File: config.mk
export PLATFORM = sky130hd
export DESIGN_NAME = camera_frame_gate
export DESIGN_NICKNAME = d
export VERILOG_FILES = /design/src/rtl/camera_frame_gate.sv
export SDC_FILE = /design/constraint.sdc
export NUM_CORES = 1
export LEC_CHECK = 0
export ABC_AREA = 1
export BUFFER_PORTS_ARGS = -buffer_cell sky130_fd_sc_hd__buf_2
export CORE_MARGIN = 2
export CORE_UTILIZATION = 54
export CTS_CLUSTER_SIZE = 20
export DETAILED_ROUTE_END_ITERATION = 7
export PLACE_DENSITY_LB_ADDON = 0.3
export SLEW_MARGIN = 20
export SYNTH_ARGS = -nofsm -noshare
export SYNTH_HDL_FRONTEND = slang
export SYNTH_SLANG_ARGS = --single-unit
File: constraint.sdc
create_clock -name pclk -period 5.2 [get_ports pclk]
set_clock_uncertainty 0.15 [all_clocks]
set_input_delay 0.52 -clock pclk [delete_from_list [all_inputs] [get_ports pclk]]
set_output_delay 0.52 -clock pclk [all_outputs]
set_load 0.05 [all_outputs]
File: src/rtl/camera_frame_gate.sv
// Frame-level capture gate for the camera pixel packer: vsync-aligned enable, line/frame counting, geometry checks.
// Optional per-line width check is built only when CAM_WIDTH_CHECK_EN is defined.
module camera_frame_gate #(
   parameter int unsigned image_width  = 512,
   parameter int unsigned image_height = 512
) (
   input  logic       pclk,
   input  logic       reset,
   input  logic       vsync,
   input  logic       href,
   input  logic [7:0] datar,
   input  logic [7:0] datag,
   input  logic [7:0] datab,
   input  logic       start,
   input  logic       abort,
   input  logic [7:0] frames,
   output logic       en_wr,
   output logic       href_o,
   output logic [7:0] datar_o,
   output logic [7:0] datag_o,
   output logic [7:0] datab_o,
   output logic       busy,
   output logic       done,
   output logic [7:0] frame_cnt,
   output logic [9:0] line_cnt,
   output logic       err_height,
   output logic       err_width
);

   localparam int unsigned FRAME_W = 8;
   localparam int unsigned LINE_W  = 10;
   localparam int unsigned PIX_W   = 13;

   // Geometry must fit the counters it is compared against
   if (image_width == 0 || image_width > 8191 || image_height > 1023) begin : g_bad_geometry
      $error("camera_frame_gate: image geometry does not fit counter widths");
   end

   typedef enum logic [1:0] {
      S_IDLE    = 2'd0,
      S_ARM     = 2'd1,
      S_CAPTURE = 2'd2
   } state_t;

   state_t              r_state;
   state_t              w_state_nxt;
   logic                r_vsync_d;
   logic                r_href_d;
   logic                w_vs_rise;
   logic                w_hs_rise;
   logic                w_start_c;
   logic                w_frame_end_c;
   logic                w_last_frame_c;
   logic [FRAME_W-1:0]  r_frames;
   logic [FRAME_W-1:0]  r_frame_cnt;
   logic [FRAME_W-1:0]  w_frame_cnt_inc;
   logic [LINE_W-1:0]   r_line_cnt;
   logic                r_en_wr;
   logic                r_busy;
   logic                r_done;
   logic                r_err_height;
   logic                r_href_o;
   logic [7:0]          r_datar_o;
   logic [7:0]          r_datag_o;
   logic [7:0]          r_datab_o;

   assign w_vs_rise       = vsync & ~r_vsync_d;
   assign w_hs_rise       = href & ~r_href_d;
   assign w_frame_cnt_inc = r_frame_cnt + FRAME_W'(1);
   assign w_start_c       = (r_state == S_IDLE) & start & ~abort;
   assign w_frame_end_c   = (r_state == S_CAPTURE) & w_vs_rise & ~abort;
   assign w_last_frame_c  = w_frame_end_c & (r_frames != '0) & (w_frame_cnt_inc == r_frames);

   // Next state; abort overrides everything, including a coincident start
   always_comb begin
      w_state_nxt = r_state;
      if (abort) begin
         w_state_nxt = S_IDLE;
      end else begin
         case (r_state)
            S_IDLE:    if (start)          w_state_nxt = S_ARM;
            S_ARM:     if (w_vs_rise)      w_state_nxt = S_CAPTURE;
            S_CAPTURE: if (w_last_frame_c) w_state_nxt = S_IDLE;
            default:                       w_state_nxt = S_IDLE;
         endcase
      end
   end

   always_ff @(posedge pclk) begin
      if (reset) begin
         r_state      <= S_IDLE;
         r_vsync_d    <= 1'b0;
         r_href_d     <= 1'b0;
         r_href_o     <= 1'b0;
         r_datar_o    <= '0;
         r_datag_o    <= '0;
         r_datab_o    <= '0;
         r_en_wr      <= 1'b0;
         r_busy       <= 1'b0;
         r_done       <= 1'b0;
         r_frames     <= '0;
         r_frame_cnt  <= '0;
         r_line_cnt   <= '0;
         r_err_height <= 1'b0;
      end else begin
         r_vsync_d <= vsync;
         r_href_d  <= href;
         r_href_o  <= href;
         r_datar_o <= datar;
         r_datag_o <= datag;
         r_datab_o <= datab;

         r_state <= w_state_nxt;
         r_en_wr <= (w_state_nxt == S_CAPTURE);
         r_busy  <= (w_state_nxt != S_IDLE);
         r_done  <= w_last_frame_c;

         // Counters and flags freeze on abort so software can inspect where capture stopped
         if (w_start_c) begin
            r_frames     <= frames;
            r_frame_cnt  <= '0;
            r_line_cnt   <= '0;
            r_err_height <= 1'b0;
         end else if (!abort) begin
            case (r_state)
               S_ARM: begin
                  if (w_vs_rise) r_line_cnt <= '0;
               end
               S_CAPTURE: begin
                  if (w_vs_rise) begin
                     if (r_line_cnt != LINE_W'(image_height)) r_err_height <= 1'b1;
                     r_frame_cnt <= w_frame_cnt_inc;
                     r_line_cnt  <= '0;
                  end else if (w_hs_rise && (r_line_cnt != '1)) begin
                     r_line_cnt <= r_line_cnt + LINE_W'(1);
                  end
               end
               default: ;
            endcase
         end
      end
   end

`ifdef CAM_WIDTH_CHECK_EN
   logic               w_hs_fall;
   logic [PIX_W-1:0]   r_pix_cnt;
   logic               r_err_width;

   assign w_hs_fall = ~href & r_href_d;

   // Pixel count restarts at 1 on the first href-high cycle of each line
   always_ff @(posedge pclk) begin
      if (reset) begin
         r_pix_cnt   <= '0;
         r_err_width <= 1'b0;
      end else begin
         if (w_hs_rise) begin
            r_pix_cnt <= PIX_W'(1);
         end else if (href && (r_pix_cnt != '1)) begin
            r_pix_cnt <= r_pix_cnt + PIX_W'(1);
         end

         if (w_start_c) begin
            r_err_width <= 1'b0;
         end else if (!abort && (r_state == S_CAPTURE) && w_hs_fall &&
                      (r_pix_cnt != PIX_W'(image_width))) begin
            r_err_width <= 1'b1;
         end
      end
   end

   assign err_width = r_err_width;
`else
   assign err_width = 1'b0;
`endif

   assign en_wr      = r_en_wr;
   assign busy       = r_busy;
   assign done       = r_done;
   assign href_o     = r_href_o;
   assign datar_o    = r_datar_o;
   assign datag_o    = r_datag_o;
   assign datab_o    = r_datab_o;
   assign frame_cnt  = r_frame_cnt;
   assign line_cnt   = r_line_cnt;
   assign err_height = r_err_height;

endmodule

# Word-level counts from Yosys, hierarchy flattened
# Cells that the tools add are included.
# W data, S select, Z words.
# classes
addsub,2
n_eq_ne,8
n_mux,9
n_bitwise,11
n_reduce_logical,9
# ops
op,count
$mux W10,3
$ne A10 B10 Y1 const B,2
$pmux W10 S2,1
$add A10 B1 Y10 const B,1
$add A8 B1 Y8 const B,1
$and A1 B1 Y1,8
$eq A8 B8 Y1,1
$mux W2,4
$reduce_and A4 Y1,2
$reduce_bool A8 Y1,1
$pmux W2 S3,1
$eq A2 B2 Y1 const B,2
$reduce_bool A2 Y1,2
$ne A3 B2 Y1 const B,1
$not A1 Y1,3
$reduce_and A3 Y1,1
$eq A2 B1 Y1 const B,1
$logic_not A2 Y1,1
$ne A2 B2 Y1 const B,1
$reduce_or A2 Y1,1
$logic_and A1 B1 Y1,1
# totals
register_bits,58
word_cells,52

# Longest topological paths before layout
# Gate-level depths: netlist (run 1).
# logic_depth
depth_word,10
mapped_depth,12
ltp_nobuf,12

# Worst setup path before layout (run 1)
# OpenSTA, ideal clock, no wires.
# synth_timing
kind,register -> register
start,"register r_line_cnt[1], in the netlist line_cnt[1]"
end,"register r_line_cnt[4], in the netlist line_cnt[4]"
setup_ps,116
arrival_ps,1864
slack_ps,3070
path_stages_with_launch,10
n_path_buf,1
period_less_slack_ps,2130
cell_sequence,dfxtp_1 > ha_1 > nand2_1 > nor2_1 > nand4_1 > nand3_4 > nand2_4 > buf_6 > o21ai_0 > nor2_1
# synth_between
elab_chain_cells,4
# synth_rtl
item,line,rtl
from (decl),57,logic [LINE_W-1:0] r_line_cnt;
from (signal assigned),135,r_line_cnt <= r_line_cnt + LINE_W'(1);
$add A10 B1 Y10 / $ne A10 B10 Y1 (equally long branches),"135, 134",
$mux W10 / $logic_and A1 B1 Y1 (equally long branches),134,end else if (w_hs_rise && (r_line_cnt != '1)) begin
$mux W10 / $ne A3 B2 Y1 (equally long branches),n/a,
$pmux W10 S2 / $reduce_and A4 Y1 (equally long branches),n/a,
# Parallel ways exist; a longest one is shown, timed or not. The select of a mux whose other input is x is not followed.
# A chain may end at the register's enable or synchronous reset.

# Worst setup path after layout (run 1)
# layout_timing
start,register r_state[0]
end,"register r_frame_cnt[2], in the netlist frame_cnt[2]"
# layout_between
elab_chain_cells,4
# layout_rtl
item,line,rtl
from (decl),45,state_t r_state;
from (signal assigned),113,r_state <= w_state_nxt;
$logic_not A2 Y1,70,assign w_start_c = (r_state == S_IDLE) & start & ~abort;
$and A1 B1 Y1 (2 in series),70,
$reduce_or A2 Y1 (no line),n/a,
to (signal assigned),132,r_frame_cnt <= w_frame_cnt_inc;
to (decl),55,logic [FRAME_W-1:0] r_frame_cnt;
# Parallel ways exist; a longest one is shown, timed or not.

==> results of run 1 <==
-- synth_stat cells (all sizes together), types with 2 or more instances --
cell type	n	share of area, %
o21ai	8	1.5
inv	72	10
ha	3	1.4
a31oi	2	0.48
o211ai	2	0.57
nand3	46	9.5
nor3	3	0.57
nand4	3	0.72
nor3b	2	0.57
buf	8	1.8
dfxtp	58	44
a21oi	18	3.9
clkbuf	3	0.43
nand2	65	9.6
nor2	67	10
xor2	2	0.67
a211oi	7	2.0
-- cells in the final DEF, fill, tap and decap left out, types with 2 or more instances in the layout --
master      netlist  layout
nor3_1            3       3
nor2_2            2       2
nand2_1          64      64
clkinvlp_4        0       2
inv_1            69      69
o21ai_0           8       8
buf_2             2      84
a31oi_1           2       2
inv_2             3       3
clkbuf_8          0      12
o211ai_1          2       2
a211oi_1          7       7
clkinv_2          0       2
nor2_1           64      64
dfxtp_1          58      58
a21oi_1          17      17
nand4_1           3       3
ha_1              3       3
nor3b_1           2       2
nand3_1          44      44
xor2_1            2       2
-- metal layers --
| layer | vias to the layer above | wire, um | GRT usage (%) |
|---|---|---|---|
| met1 | 1113 | 2709 | 30.92 |
| met3 | 7 | 482 | 9.191 |
| met4 | 0 | 62 | 10.10 |
| met5 | - | 0 | 0 |
| li1 | 1335 | - | - |
| met2 | 100 | 2671 | 34.23 |
-- stage by stage --
stage	area, um^2	hold WS, ns	util [%]	setup WS, ns
6_report	3239	0.2273	69.04	3.122
5_1_grt	3239	0.2244	69.04	2.898
3_5_place_dp	3049	0.2919	64.99	2.857
4_1_cts	3239	0.2168	69.04	3.106
2_1_floorplan	2620	0.3175	-	3.070
3_3_place_gp	3049	0.2862	64.99	2.975
-- kinds of logic (layout without fill, tap and decap cells) --
logic type / after synthesis / count (layout)
XOR/XNOR: 3 / 3
AND/OR/NAND/NOR: 188 / 188
flip-flops: 58 / 58
adder cells (fa/ha/maj): 3 / 3
AO/OA/AOI/OAI: 39 / 39
other: 1 / 1
buffers and inverters: 83 / 172
-- tightest hold or removal path, stage by stage --
cell and delay (ns):
buf_2 0.07, inv_1 0.03, nor2_1 0.06
-- sequential cells by signal, indices dropped and copies added (netlist names), 2 cells and up --
| signal | count |
|---|---|
| r_frames | 8 |
| frame_cnt | 8 |
| datag_o | 8 |
| line_cnt | 10 |
| datar_o | 8 |
| datab_o | 8 |
| r_state | 2 |
-- worst paths after layout --
| kind | endpoint | slack (ns) | cells past startpoint |
|---|---|---|---|
| worst max-delay path | frame_cnt[2]$_SDFFE_PP0P_ | 3.12 | 6 |
| worst min-delay path | datar_o[0]$_SDFF_PP0_ | 0.23 | 3 |
| worst max register to register | frame_cnt[2]$_SDFFE_PP0P_ | 3.12 | 6 |
| worst min register to register | err_height$_SDFFE_PP0P_ | 0.30 | 2 |
-- power groups by stage --
| stage | Combinational, mW | Clock [mW] | Sequential (mW) |
|---|---|---|---|
| 2_1_floorplan | 0.0428 | 0 | 0.518 |
| 3_3_place_gp | 0.114 | 0 | 0.477 |
| 3_5_place_dp | 0.115 | 0 | 0.478 |
| 4_1_cts | 0.116 | 0.394 | 0.468 |
| 5_1_grt | 0.125 | 0.413 | 0.470 |
| 6_report | 0.115 | 0.385 | 0.468 |
-- layout make-up --
| type | instances | share of cell area [%] |
|---|---|---|
| clock buffers | 12 | 5.098 |
| flip-flops and latches | 58 | 35.84 |
| clock inverters | 4 | 0.7725 |
| repair buffers | 84 | 12.98 |
| multi-input cells | 234 | 34.88 |
| well taps | 54 | 2.086 |
| inverters | 72 | 8.343 |
==> run metrics, run 1 <==
outcome=complete, no violations; routed len/inst=11.44 um; post_cts resized=0; layout cells sized above 1=between 20% and 30%; area delta synth->final=23.64%; main combinational cell family by area after synthesis=simple AND/OR/NAND/NOR gates; DIE HEIGHT=73.66 um; worst vdd ir=roughly 210 uV; largest net degree at the start of global routing=39; CTS tree=done; root buffer cell=clkbuf_8; simple logic cell fraction of the synthesized area=31.52%; unrepaired setup endpoints after global routing=false; Hold Crit Class=primary input to register; # diodes=0; WP buf/inv=3; CP Max Fanout=15; Critical Path Source=r_state[0]$_SDFF_PP0_; clock insertion delay at the later pin of the skew report=0.34 ns; setup_tns=0 ns; Yosys warnings=0; mux share of post-synthesis cell area=0%; total power=approximately 970 uW; clk sinks=58; endpoints failing setup=0; Pleak=1.667 nW; Switching Power=264.9 uW; Flop pwr share=48.3%; Pre-antenna DRT Iters=5; chip width=73.66 um; FMAX=0.4812 GHz; DRT Wirelength=5926 um; power density over cell area=298.8 mW/mm^2; hold path start=datar[0]; placeable core area=0.004692 mm^2; placer congestion estimate=0.8911; Synth Area in XOR/XNOR=1.003%; total CTS buffers=9; post-route clock period utilization=around two fifths; residual DRC count=0; Clock Power Share=39.8%; clk slew on worst S/H paths=0.07 ns; Core Rows=25; Period minus WS final=2.078 ns; Worst Path Required=5.30 ns; Initial Util=55.84%; Fillers=412; Yosys cell types=33; Async S/R FF share, synth=0%; Critical R2R Launch=r_state[0]$_SDFF_PP0_; HPWL after detailed placement=4376 um; IO Count=86; slowest stage cell, crit path=nand4_1; CP Capture Type=register; die area=about 0.0054 mm^2; non-filler instance count after layout=518; Overall Global Routing Usage=23.50%; H-tree levels=3; kind of cell adding the most delay to the critical path=simple AND/OR/NAND/NOR gates; CTS Buffer Depth=2; Hold Vio Cnt, Final=0; placed instance count=between 500 and 600; Max-slew headroom=56.46%; Logic pwr share=11.9%; Primary FF master, synth=dfxtp_1; vias in the first global route=2103; Synth Register Bits=58; CP cell instances=inv_2, nand4_1, inv_1, nor2_2, inv_1, a211oi_1; sw frac=27.37%; Critical Path Source Type=register; Vias/cell=~4.9; register area=around 0.0012 mm^2; antenna viol nets, final=0; Initial DRC Count=roughly 190; sequential share of the synthesized area=44.32%; Final Max Slew Viols=0; IO buf count=84; # hold bufs at CTS=0; area of the multi-input gates=0.001130 mm^2; cell count after synthesis=375; WP data arrival=2.18 ns; postcts setup bufs=0; adder-cell share of the synthesized area=around 1.4%; Netlist Area Pre-Place=0.002620 mm^2; global-route wire length before repair=9591 um; maxcap violations=0; Mean Syn Cell Area=6.987 um^2; Compound-Gate Fraction of Synth Area=~9.0%; Net count, final=500; GRT overflow=0; EDFF count, synth=0; routed via count=2555; Synthesized Nets=416; initial antenna violation count=0; type of the worst setup path=register to register; max incr delay on CP=0.39 ns; CP most frequent cell=inv_1; Slew @ Worst Pin=between 0.6 and 0.7 ns; P_int=703.0 uW
Power figures use the tool's default switching activity.
==> run 2: changes to the inputs <==
--- a/config.mk
+++ b/config.mk
@@ -8,7 +8,7 @@
 export ABC_AREA = 1
 export BUFFER_PORTS_ARGS = -buffer_cell sky130_fd_sc_hd__buf_2
 export CORE_MARGIN = 2
-export CORE_UTILIZATION = 54
+export CORE_UTILIZATION = 50
 export CTS_CLUSTER_SIZE = 20
 export DETAILED_ROUTE_END_ITERATION = 7
 export PLACE_DENSITY_LB_ADDON = 0.3
==> constraint.sdc (replaced) <==
create_clock -name pclk -period 2.1 [get_ports pclk]
set_clock_uncertainty 0.15 [all_clocks]
set_input_delay 0.21 -clock pclk [delete_from_list [all_inputs] [get_ports pclk]]
set_output_delay 0.21 -clock pclk [all_outputs]
set_load 0.05 [all_outputs]
==> run 2 against run 1 <==
Die area increased by 7.6%. First-iteration DRC count rose by 27%. Cell count up 9.7%. Design area increased by 10%. Clock-buffer cell count grew 1. Clock power grew 120%. Combinational power grew to 3.0 times the previous value. Via count grew 7.6%. Sequential share of layout area shrank 3.3 points. Sequential power rose by 150%.
==> run metrics, run 2 (synthesis gave the netlist of run 1 again) <==
placeable core area=0.005075 mm^2 (+8.2%); IO buf count=84 (unchanged); setup_tns=0 ns (unchanged); Net count, final=534 (+6.8%); FMAX=0.5127 GHz; DRT Wirelength=6998 um (+18%); initial antenna violation count=0 (unchanged); CP Max Fanout=11 (-4); # diodes=0 (unchanged); Hold Vio Cnt, Final=0 (unchanged); antenna viol nets, final=0 (unchanged); largest net degree at the start of global routing=26 (-33%); total CTS buffers=9 (unchanged); residual DRC count=0 (unchanged); Hold Crit Class=primary input to register; die area=0.005835 mm^2 (+7.6%); global-route wire length before repair=11670 um (+22%); Initial DRC Count=246 (+27%); outcome=complete, no violations; endpoints failing setup=0 (unchanged); CTS tree=done; CP most frequent cell=nand2_1; Flop pwr share=49.0% (+0.7 points); chip width=76.39 um (+3.7%); placer congestion estimate=0.9483 (+6.4%); Critical Path Source Type=primary input; post-route clock period utilization=around 93%; clk slew on worst S/H paths=0.06 ns (about the same); max incr delay on CP=0.51 ns (+0.12 ns); WP buf/inv=3 (unchanged); r2r setup slk=0.23 ns (-2.89 ns); Core Rows=26 (+4.0%); WP data arrival=2.04 ns (-0.14 ns); P_int=1.717 mW (+140%); type of the worst setup path=primary input to register; HPWL after detailed placement=4646 um (+6.2%); clk sinks=58 (unchanged); maxcap violations=0 (unchanged); routed len/inst=12.32 um (+7.7%); Clock Power Share=36.6% (-3.2 points); post-layout util=70.41% (+1.4 points); slowest stage cell, crit path=dlygate4sd3_1; CP cell instances=dlygate4sd3_1, buf_2, inv_1, nor2_4, nand2_1, a21oi_4, nand2_1, nand2_4, nand2_1, a21oi_1; layout cells sized above 1=23.09% (-0.61 points); Final Max Slew Viols=0 (unchanged); unrepaired setup endpoints after global routing=false; Overall Global Routing Usage=25.12% (+1.6 points); area delta synth->final=36.39%; power density over cell area=662.3 mW/mm^2 (+120%); routed via count=2748 (+7.6%); GRT overflow=0 (unchanged); Worst Path Required=2.19 ns (-3.11 ns); Pre-antenna DRT Iters=4 (-1); sw frac=27.45% (+0.084 points); Switching Power=649.7 uW (+150%); clock insertion delay at the later pin of the skew report=0.33 ns (about the same); root buffer cell=clkbuf_8; IO Count=86 (unchanged); DIE HEIGHT=76.39 um (+3.7%); Pleak=1.806 nW (+8.4%); max reg flops=10 (unchanged); Period minus WS final=1.950 ns; Vias/cell=4.838 (-1.9%); Initial Util=51.63% (-4.2 points); Logic pwr share=14.4% (+2.5 points); CTS Buffer Depth=2 (unchanged); CP Capture Type=register; commonest non-fill, non-tap cell in the layout=buf_2; worst vdd ir=616.5 uV (+190%); H-tree levels=3 (unchanged); kind of cell adding the most delay to the critical path=simple AND/OR/NAND/NOR gates; vias in the first global route=2534 (+20%); most frequent cells in the layout=buf_2, inv_1, nor2_1, nand2_1, dfxtp_1
## run 2: changes by cell type in the layout (fill, tap and decap cells not counted), sizes merged
cell,previous run,this run
buf,84,89
dlygate4sd3,0,29
clkbuf,12,13
clkinvlp,2,0
clkinv,2,3
## run 2: final timing paths
check,startpoint,endpoint,depth (start not counted)
max,vsync,line_cnt[8]$_SDFFE_PP0P_,10
min,frames[4],r_frames[4]$_SDFFE_PP0P_,3
max reg2reg,frame_cnt[0]$_SDFFE_PP0P_,busy$_SDFF_PP0_,9
min reg2reg,err_height$_SDFFE_PP0P_,err_height$_SDFFE_PP0P_,2
## run 2: timing repair
item,CTS,global route
buffers inserted,0,0
endpoints found under the setup margin,0,17
gates resized for setup,0,2
endpoints found under the hold margin,29,0
hold buffers,29,0
## run 2: stage by stage
step | std cells | power, mW | instance area, um^2 | hold WS [ns] | worst slack, ns
finish | 568 | 2.367 | 3573 | 0.01576 | 0.1496
global route | 568 | 2.486 | 3573 | 0.002321 | 0.02502
CTS | 568 | 2.379 | 3563 | 0.0001561 | 0.1068
detailed placement | 523 | 1.474 | 3109 | 0.2686 | 0.2320
global placement | 523 | 1.470 | 3109 | 0.2568 | 0.2847
floorplan | 375 | 1.388 | 2623 | 0.1670 | 0.05013
## run 2: final cells by class
| type | instances | area (um^2) |
|---|---|---|
| tap | 70 | 87.58 |
| clock buffer | 13 | 148.9 |
| multi-input combinational | 234 | 1140 |
| timing repair buffer | 118 | 748.2 |
| sequential | 58 | 1164 |
| inverter | 72 | 270.3 |
| fill | 447 | 1501 |
| clock inverter | 3 | 15.01 |
## run 2: routing by layer
metal | global-route usage [%] | wire length (um) | share of wire [%]
met5 | 0 | 0 | 0
met2 | 39.20 | 3169 | 45
met4 | 13.27 | 183 | 2.6
met1 | 32.13 | 3148 | 45
met3 | 6.161 | 497 | 7.1
## run 2: tightest hold or removal path, delay by kind of cell
kind	cells	cell delay [ns]
buffers and inverters	1	0.09
and+or+nand+nor	1	0.09
AOI/OAI and AO/OA	1	0.05
## run 2: power groups by stage
stage                     clock network, mW  logic, mW  registers (mW)
final                                 0.865      0.341            1.16
after global routing                  0.955      0.368            1.16
after CTS                             0.887      0.333            1.16
after detailed placement                  0      0.292            1.18
after global placement                    0      0.289            1.18
after floorplan                           0      0.106            1.28
